[src/rtl/dm_port_arbiter_if.sv]
`default_nettype none
// +----------------------------------------------------------------------+
// | Module   : dm_port_arbiter_if                                        |
// | Purpose  : Bundle of the two master request ports and the DataMem    |
// |            port that the DataMem arbiter shares between them.         |
// | Revision : 1.0  initial release                                       |
// +----------------------------------------------------------------------+
interface dm_port_arbiter_if;
  // Master 0 (CPU data port via NorthBridge)
  logic        m0_req;
  logic        m0_lock;
  logic [31:0] m0_pc;
  logic [31:0] m0_addr;
  logic [31:0] m0_wdata;
  logic [3:0]  m0_we;
  logic        m0_gnt;
  logic [31:0] m0_rdata;
  // Master 1 (DMA / debug master)
  logic        m1_req;
  logic        m1_lock;
  logic [31:0] m1_pc;
  logic [31:0] m1_addr;
  logic [31:0] m1_wdata;
  logic [3:0]  m1_we;
  logic        m1_gnt;
  logic [31:0] m1_rdata;
  // DataMem side
  logic [31:0] dm_pc;
  logic [31:0] dm_addr;
  logic [31:0] dm_wdata;
  logic [3:0]  dm_we;
  logic [31:0] dm_rdata;
  logic        busy;

  // Arbiter view
  modport slave (
    input  m0_req, m0_lock, m0_pc, m0_addr, m0_wdata, m0_we,
    input  m1_req, m1_lock, m1_pc, m1_addr, m1_wdata, m1_we,
    input  dm_rdata,
    output m0_gnt, m0_rdata, m1_gnt, m1_rdata,
    output dm_pc, dm_addr, dm_wdata, dm_we, busy
  );

  // Environment view (masters plus DataMem)
  modport master (
    output m0_req, m0_lock, m0_pc, m0_addr, m0_wdata, m0_we,
    output m1_req, m1_lock, m1_pc, m1_addr, m1_wdata, m1_we,
    output dm_rdata,
    input  m0_gnt, m0_rdata, m1_gnt, m1_rdata,
    input  dm_pc, dm_addr, dm_wdata, dm_we, busy
  );
endinterface
`default_nettype wire

[src/rtl/dm_port_arbiter.sv]
`default_nettype none
// +----------------------------------------------------------------------+
// | Module   : dm_port_arbiter                                           |
// | Purpose  : Two-master arbiter for the single DataMem port. Registered |
// |            grants, round-robin on ties, locked bursts of at most      |
// |            MAX_BURST beats.                                           |
// | Revision : 1.0  initial release                                       |
// +----------------------------------------------------------------------+
module dm_port_arbiter #(
  parameter int MAX_BURST = 8,     // 1..255 beats per locked tenure
  parameter bit FIRST_PRI = 1'b0   // winner of the first tie after reset
) (
  input  logic clk,
  input  logic reset,
  dm_port_arbiter_if.slave bus
);

  typedef enum logic [1:0] {
    IDLE = 2'd0,
    OWN0 = 2'd1,
    OWN1 = 2'd2
  } state_t;

  localparam logic [7:0] LAST_BEAT = 8'(MAX_BURST - 1);

  state_t      state;
  logic        last_owner;
  logic [7:0]  beat_cnt;

  logic        own0;
  logic        own1;
  logic        owner_req;
  logic        owner_lock;
  logic        arb_point;
  logic        winner_valid;
  logic        winner;

  // Decide whether this cycle is an arbitration point and who wins it.
  // The outgoing owner competes on its live req, but a simultaneous request
  // from the other master wins because last_owner still names the outgoing one.
  always_comb begin
    own0       = (state == OWN0);
    own1       = (state == OWN1);
    owner_req  = (own0 & bus.m0_req)  | (own1 & bus.m1_req);
    owner_lock = (own0 & bus.m0_lock) | (own1 & bus.m1_lock);
    arb_point  = (state == IDLE) | ~owner_req |
                 (owner_req & (~owner_lock | (beat_cnt == LAST_BEAT)));
    winner_valid = bus.m0_req | bus.m1_req;
    winner       = 1'b0;
    if (bus.m0_req && bus.m1_req) begin
      winner = ~last_owner;
    end else if (bus.m1_req) begin
      winner = 1'b1;
    end
  end

  // Ownership state, round-robin history and burst length counter.
  always_ff @(posedge clk) begin
    if (reset) begin
      state      <= IDLE;
      last_owner <= ~FIRST_PRI;
      beat_cnt   <= 8'd0;
    end else if (arb_point) begin
      beat_cnt <= 8'd0;
      if (winner_valid) begin
        state      <= winner ? OWN1 : OWN0;
        last_owner <= winner;
      end else begin
        state <= IDLE;
      end
    end else begin
      // Locked beat below the cap: counter cannot pass LAST_BEAT, so no wrap.
      beat_cnt <= beat_cnt + 8'd1;
    end
  end

  assign bus.m0_gnt = own0;
  assign bus.m1_gnt = own1;
  assign bus.busy   = (state != IDLE);

  // Steer the owner's request onto DataMem; writes only on a real beat and
  // never while reset is asserted, even in the middle of a burst.
  always_comb begin
    bus.dm_pc    = 32'd0;
    bus.dm_addr  = 32'd0;
    bus.dm_wdata = 32'd0;
    bus.dm_we    = 4'd0;
    bus.m0_rdata = 32'd0;
    bus.m1_rdata = 32'd0;
    if (own0) begin
      bus.dm_pc    = bus.m0_pc;
      bus.dm_addr  = bus.m0_addr;
      bus.dm_wdata = bus.m0_wdata;
      bus.dm_we    = (bus.m0_req && !reset) ? bus.m0_we : 4'd0;
      bus.m0_rdata = bus.dm_rdata;
    end else if (own1) begin
      bus.dm_pc    = bus.m1_pc;
      bus.dm_addr  = bus.m1_addr;
      bus.dm_wdata = bus.m1_wdata;
      bus.dm_we    = (bus.m1_req && !reset) ? bus.m1_we : 4'd0;
      bus.m1_rdata = bus.dm_rdata;
    end
  end

endmodule
`default_nettype wire

[src/flat_wrapper.sv]
// flat-port wrapper written by rule: the top's interface ports become plain ports
module dm_port_arbiter_flat 
#(
  parameter int MAX_BURST = 8,                                      
  parameter bit FIRST_PRI = 1'b0                                         
)
  (clk, reset, bus_m0_req, bus_m0_lock, bus_m0_pc, bus_m0_addr, bus_m0_wdata, bus_m0_we, bus_m1_req, bus_m1_lock, bus_m1_pc, bus_m1_addr, bus_m1_wdata, bus_m1_we, bus_dm_rdata, bus_m0_gnt, bus_m0_rdata, bus_m1_gnt, bus_m1_rdata, bus_dm_pc, bus_dm_addr, bus_dm_wdata, bus_dm_we, bus_busy);
  dm_port_arbiter_if bus_i ();
  input  logic clk;
  input  logic reset;
  input wire logic [$bits(bus_i.m0_req)-1:0] bus_m0_req;
  input wire logic [$bits(bus_i.m0_lock)-1:0] bus_m0_lock;
  input wire logic [$bits(bus_i.m0_pc)-1:0] bus_m0_pc;
  input wire logic [$bits(bus_i.m0_addr)-1:0] bus_m0_addr;
  input wire logic [$bits(bus_i.m0_wdata)-1:0] bus_m0_wdata;
  input wire logic [$bits(bus_i.m0_we)-1:0] bus_m0_we;
  input wire logic [$bits(bus_i.m1_req)-1:0] bus_m1_req;
  input wire logic [$bits(bus_i.m1_lock)-1:0] bus_m1_lock;
  input wire logic [$bits(bus_i.m1_pc)-1:0] bus_m1_pc;
  input wire logic [$bits(bus_i.m1_addr)-1:0] bus_m1_addr;
  input wire logic [$bits(bus_i.m1_wdata)-1:0] bus_m1_wdata;
  input wire logic [$bits(bus_i.m1_we)-1:0] bus_m1_we;
  input wire logic [$bits(bus_i.dm_rdata)-1:0] bus_dm_rdata;
  output wire logic [$bits(bus_i.m0_gnt)-1:0] bus_m0_gnt;
  output wire logic [$bits(bus_i.m0_rdata)-1:0] bus_m0_rdata;
  output wire logic [$bits(bus_i.m1_gnt)-1:0] bus_m1_gnt;
  output wire logic [$bits(bus_i.m1_rdata)-1:0] bus_m1_rdata;
  output wire logic [$bits(bus_i.dm_pc)-1:0] bus_dm_pc;
  output wire logic [$bits(bus_i.dm_addr)-1:0] bus_dm_addr;
  output wire logic [$bits(bus_i.dm_wdata)-1:0] bus_dm_wdata;
  output wire logic [$bits(bus_i.dm_we)-1:0] bus_dm_we;
  output wire logic [$bits(bus_i.busy)-1:0] bus_busy;
  assign bus_i.m0_req = bus_m0_req;
  assign bus_i.m0_lock = bus_m0_lock;
  assign bus_i.m0_pc = bus_m0_pc;
  assign bus_i.m0_addr = bus_m0_addr;
  assign bus_i.m0_wdata = bus_m0_wdata;
  assign bus_i.m0_we = bus_m0_we;
  assign bus_i.m1_req = bus_m1_req;
  assign bus_i.m1_lock = bus_m1_lock;
  assign bus_i.m1_pc = bus_m1_pc;
  assign bus_i.m1_addr = bus_m1_addr;
  assign bus_i.m1_wdata = bus_m1_wdata;
  assign bus_i.m1_we = bus_m1_we;
  assign bus_i.dm_rdata = bus_dm_rdata;
  assign bus_m0_gnt = bus_i.m0_gnt;
  assign bus_m0_rdata = bus_i.m0_rdata;
  assign bus_m1_gnt = bus_i.m1_gnt;
  assign bus_m1_rdata = bus_i.m1_rdata;
  assign bus_dm_pc = bus_i.dm_pc;
  assign bus_dm_addr = bus_i.dm_addr;
  assign bus_dm_wdata = bus_i.dm_wdata;
  assign bus_dm_we = bus_i.dm_we;
  assign bus_busy = bus_i.busy;
  dm_port_arbiter #(.MAX_BURST(MAX_BURST), .FIRST_PRI(FIRST_PRI)) u_core (.clk(clk), .reset(reset), .bus(bus_i));
endmodule
[config.mk]
export PLATFORM = sky130hd
export DESIGN_NAME = dm_port_arbiter_flat
export DESIGN_NICKNAME = d
export VERILOG_FILES = /design/src/rtl/dm_port_arbiter_if.sv /design/src/rtl/dm_port_arbiter.sv /design/src/flat_wrapper.sv
export SDC_FILE = /design/constraint.sdc
export NUM_CORES = 1
export LEC_CHECK = 0
export BUFFER_PORTS_ARGS = -buffer_cell sky130_fd_sc_hd__buf_2
export CAP_MARGIN = 5
export CORE_AREA = 2 2 159 161
export DETAILED_ROUTE_END_ITERATION = 8
export DIE_AREA = 0 0 161 163
export GPL_ROUTABILITY_DRIVEN = 0
export PLACE_DENSITY = 0.35
export SETUP_SLACK_MARGIN = 0.2
export SYNTH_ARGS = -nofsm -noshare
export SYNTH_HDL_FRONTEND = slang
export SYNTH_SLANG_ARGS = --single-unit
[constraint.sdc]
create_clock -name clk -period 2.96 [get_ports clk]
set_input_delay 0.296 -clock clk [delete_from_list [all_inputs] [get_ports clk]]
set_output_delay 0.296 -clock clk [all_outputs]
set_load 0.005 [all_outputs]
==> run_results.csv <==
group,metric,value,unit
worst_hold_path,hold_class,"in2reg",
floorplan,core_area,0.0247,mm2
clocking,ctsResizeCount,0,
worst_setup_path,endpoint_kind,"output pin",
timing,tightest_slew,0.535,ns
timing,hold_violations,0,
synthesis,yosysSeqAreaShare,11.0,%
cells_and_area,drive_above_1_share,67.4,%
routing,route.detailed.drc,0,
routing,route.vias.total,3657,
clocking,path_clk_slew,0.04,ns
floorplan,fp.dieArea,0.0262,mm2
routing,drtIter0Drc,179,
clocking,hold_buffers,0,
synthesis,yosysTopAreaCell,"a22o_1",
placed_design,hpwl,15.3,mm
cells_and_area,layout.nets,879,
floorplan,rows,58,
timing,fin_crit,2.14,ns
timing,max_freq,0.468,GHz
cells_and_area,area_growth,123,%
timing,period_share,72.2,%
timing,relSlewSlack,64.4,%
synthesis,netlist_area,0.00201,mm2
timing,setup_tns,0,ns
clocking,clk_path_buf_depth,2,
clocking,htree_levels,1,
routing,ant_nets,0,
timing,finClkSkew,0.00514,ns
floorplan,start_util,8.14,%
timing,fin_hold_ws,0.395,ns
clocking,cts_buffers,3,
synthesis,yosys_warnings,0,
global_routing,antenna_found_initial,18,
global_routing,grt_max_degree,78,
power,power_density,217,mW/mm2
synthesis,ys_seq_elements,11,
power,leakagePower,2.65,nW
clocking,clk_latency,0.24,ns
clocking,post-cts-setup-buffers,0,
synthesis,synthCells,257,
routing,routed_wl,17.3,mm
routing,routedWlPerCell,17.7,um
routing,firstDrtPassIters,4,
synthesis,ys_types,34,
clocking,cts_root_buf,"clkbuf_16",
routing,viasPerCell,3.75,
worst_setup_path,crit_type,"reg2out",
global_routing,overflow,0,
power,ir_drop,0.158,mV
synthesis,ys_top_cells_by_area,"a22o_1 (44%), and2_1 (20%), dfxtp_1 (11%), clkbuf_1 (4.3%), nor2_2 (2.5%)",
worst_setup_path,start_kind,"flop",
clocking,cts_tree,"built",
timing,drv_slew,0,
synthesis,postSynthAreaPerCell,7.82,um2
cells_and_area,final_common_cell,"buf_2",
global_routing,grt_pass1_wl,23.2,mm
cells_and_area,final_cell_mix,"buf_2 (404), a22o_1 (100), and2_1 (64), dfxtp_1 (11), nor2_2 (8)",
synthesis,yosysTopAreaCellShare,43.6,%
timing,rsz0062_at_grt,"no",
synthesis,synth_fp_nets,496,
status,status,"finished clean",
worst_setup_path,crit_arrival,1.84,ns
global_routing,grt_pass1_vias,3469,
timing,finalSetupViolations,0,
floorplan,io_pins,405,
floorplan,die_x,161,um
clocking,clkSinkCount,11,
worst_setup_path,required,2.66,ns
global_routing,grt_usage,11.9,%
floorplan,die_y,163,um
placed_design,port_buffers,404,
worst_setup_path,rrSetupSlack,1.12,ns
flow_run,maxCapViolations,0,
worst_setup_path,cp_max_fo,39,
flip-flops by register name, summed over array words and instances (netlist names):
register	cells
u_core.state	2
u_core.last_owner	1
u_core.beat_cnt	8
cells in the mapped netlist:
cell type and instances:
a22o_1 100, and2_1 64, clkbuf_1 23, dfxtp_1 11, nor2_2 8, nand3_1 4
xor2_1 4, and2b_1 3, buf_2 3, inv_1 3, o21ai_0 3, a21oi_1 2
buf_1 2, buf_6 2, mux2_1 2, nand2_1 2, nor2_1 2, or4_4 2
xnor2_1 2, a211oi_1 1, a22oi_1 1, a22oi_4 1, and3_1 1, and3_2 1
and3b_1 1, buf_4 1, ha_1 1, nor2b_1 1, nor3_2 1, nor3_4 1
nor3b_1 1, o211ai_1 1, or2_2 1, or3_2 1
final timing paths:
path                      startpoint            endpoint  cells past startpoint
setup / recovery     u_core.state[1]        bus_dm_we[0]                      5
hold / removal                 reset   u_core.last_owner                      3
setup reg to reg     u_core.state[1]  u_core.beat_cnt[5]                      4
hold reg to reg   u_core.beat_cnt[0]  u_core.beat_cnt[0]                      1
final cells by class:
cell class	instances	area, um2
antenna	6	15.0
timing repair buffer	409	2100
clock buffer	3	75.1
inverter	3	11.3
clock inverter	1	5.00
tap	330	413
fill	2873	20200
multi-input combinational	212	1650
sequential	11	220
per-layer routing:
metal  vias up  global-route usage, %  share of wire [%]
li1       1748                      -                  -
met1      1643                   15.5                 40
met3        27                   5.58                 14
met5         -                      0               0.69
met2       217                   18.5                 44
met4        22                   1.26               0.54
worst max-delay path, stage by stage (launching register included):
cell and delay [ns]:
dfxtp_1 0.39, and2b_4 0.52, nand2_1 0.11, nor2_1 0.28, a22o_1 0.20, buf_2 0.11
logic make-up after synthesis:
logic type / Yosys count / synth area share, %
compound gates: 109 / 47.0
xor+xnor: 6 / 2.62
fa+ha+maj: 1 / 0.623
buf+inv: 34 / 7.47
flops: 11 / 11.0
mux: 2 / 1.12
simple gates: 94 / 30.2
through the flow:
stage                     std cells  area (um2)  setup slack, ns  total power [mW]  util (%)
after floorplan                 257        2010             1.34             0.366         -
after global placement          965        4390             1.10             0.733      17.8
after detailed placement        965        4390             1.06             0.726      17.8
after CTS                       969        4470            0.805             0.982      18.1
after global routing            971        4480            0.621              1.04      18.1
final                           975        4490            0.822             0.972      18.2
power breakdown:
group	internal [mW]	total (mW)	switching (mW)	leakage [nW]
clock	0.180	0.255	0.0751	0.0409
combinational	0.302	0.562	0.261	2.52
sequential	0.152	0.155	0.00302	0.0893
total	0.633	0.972	0.339	2.65
Power figures use the tool's default switching activity.
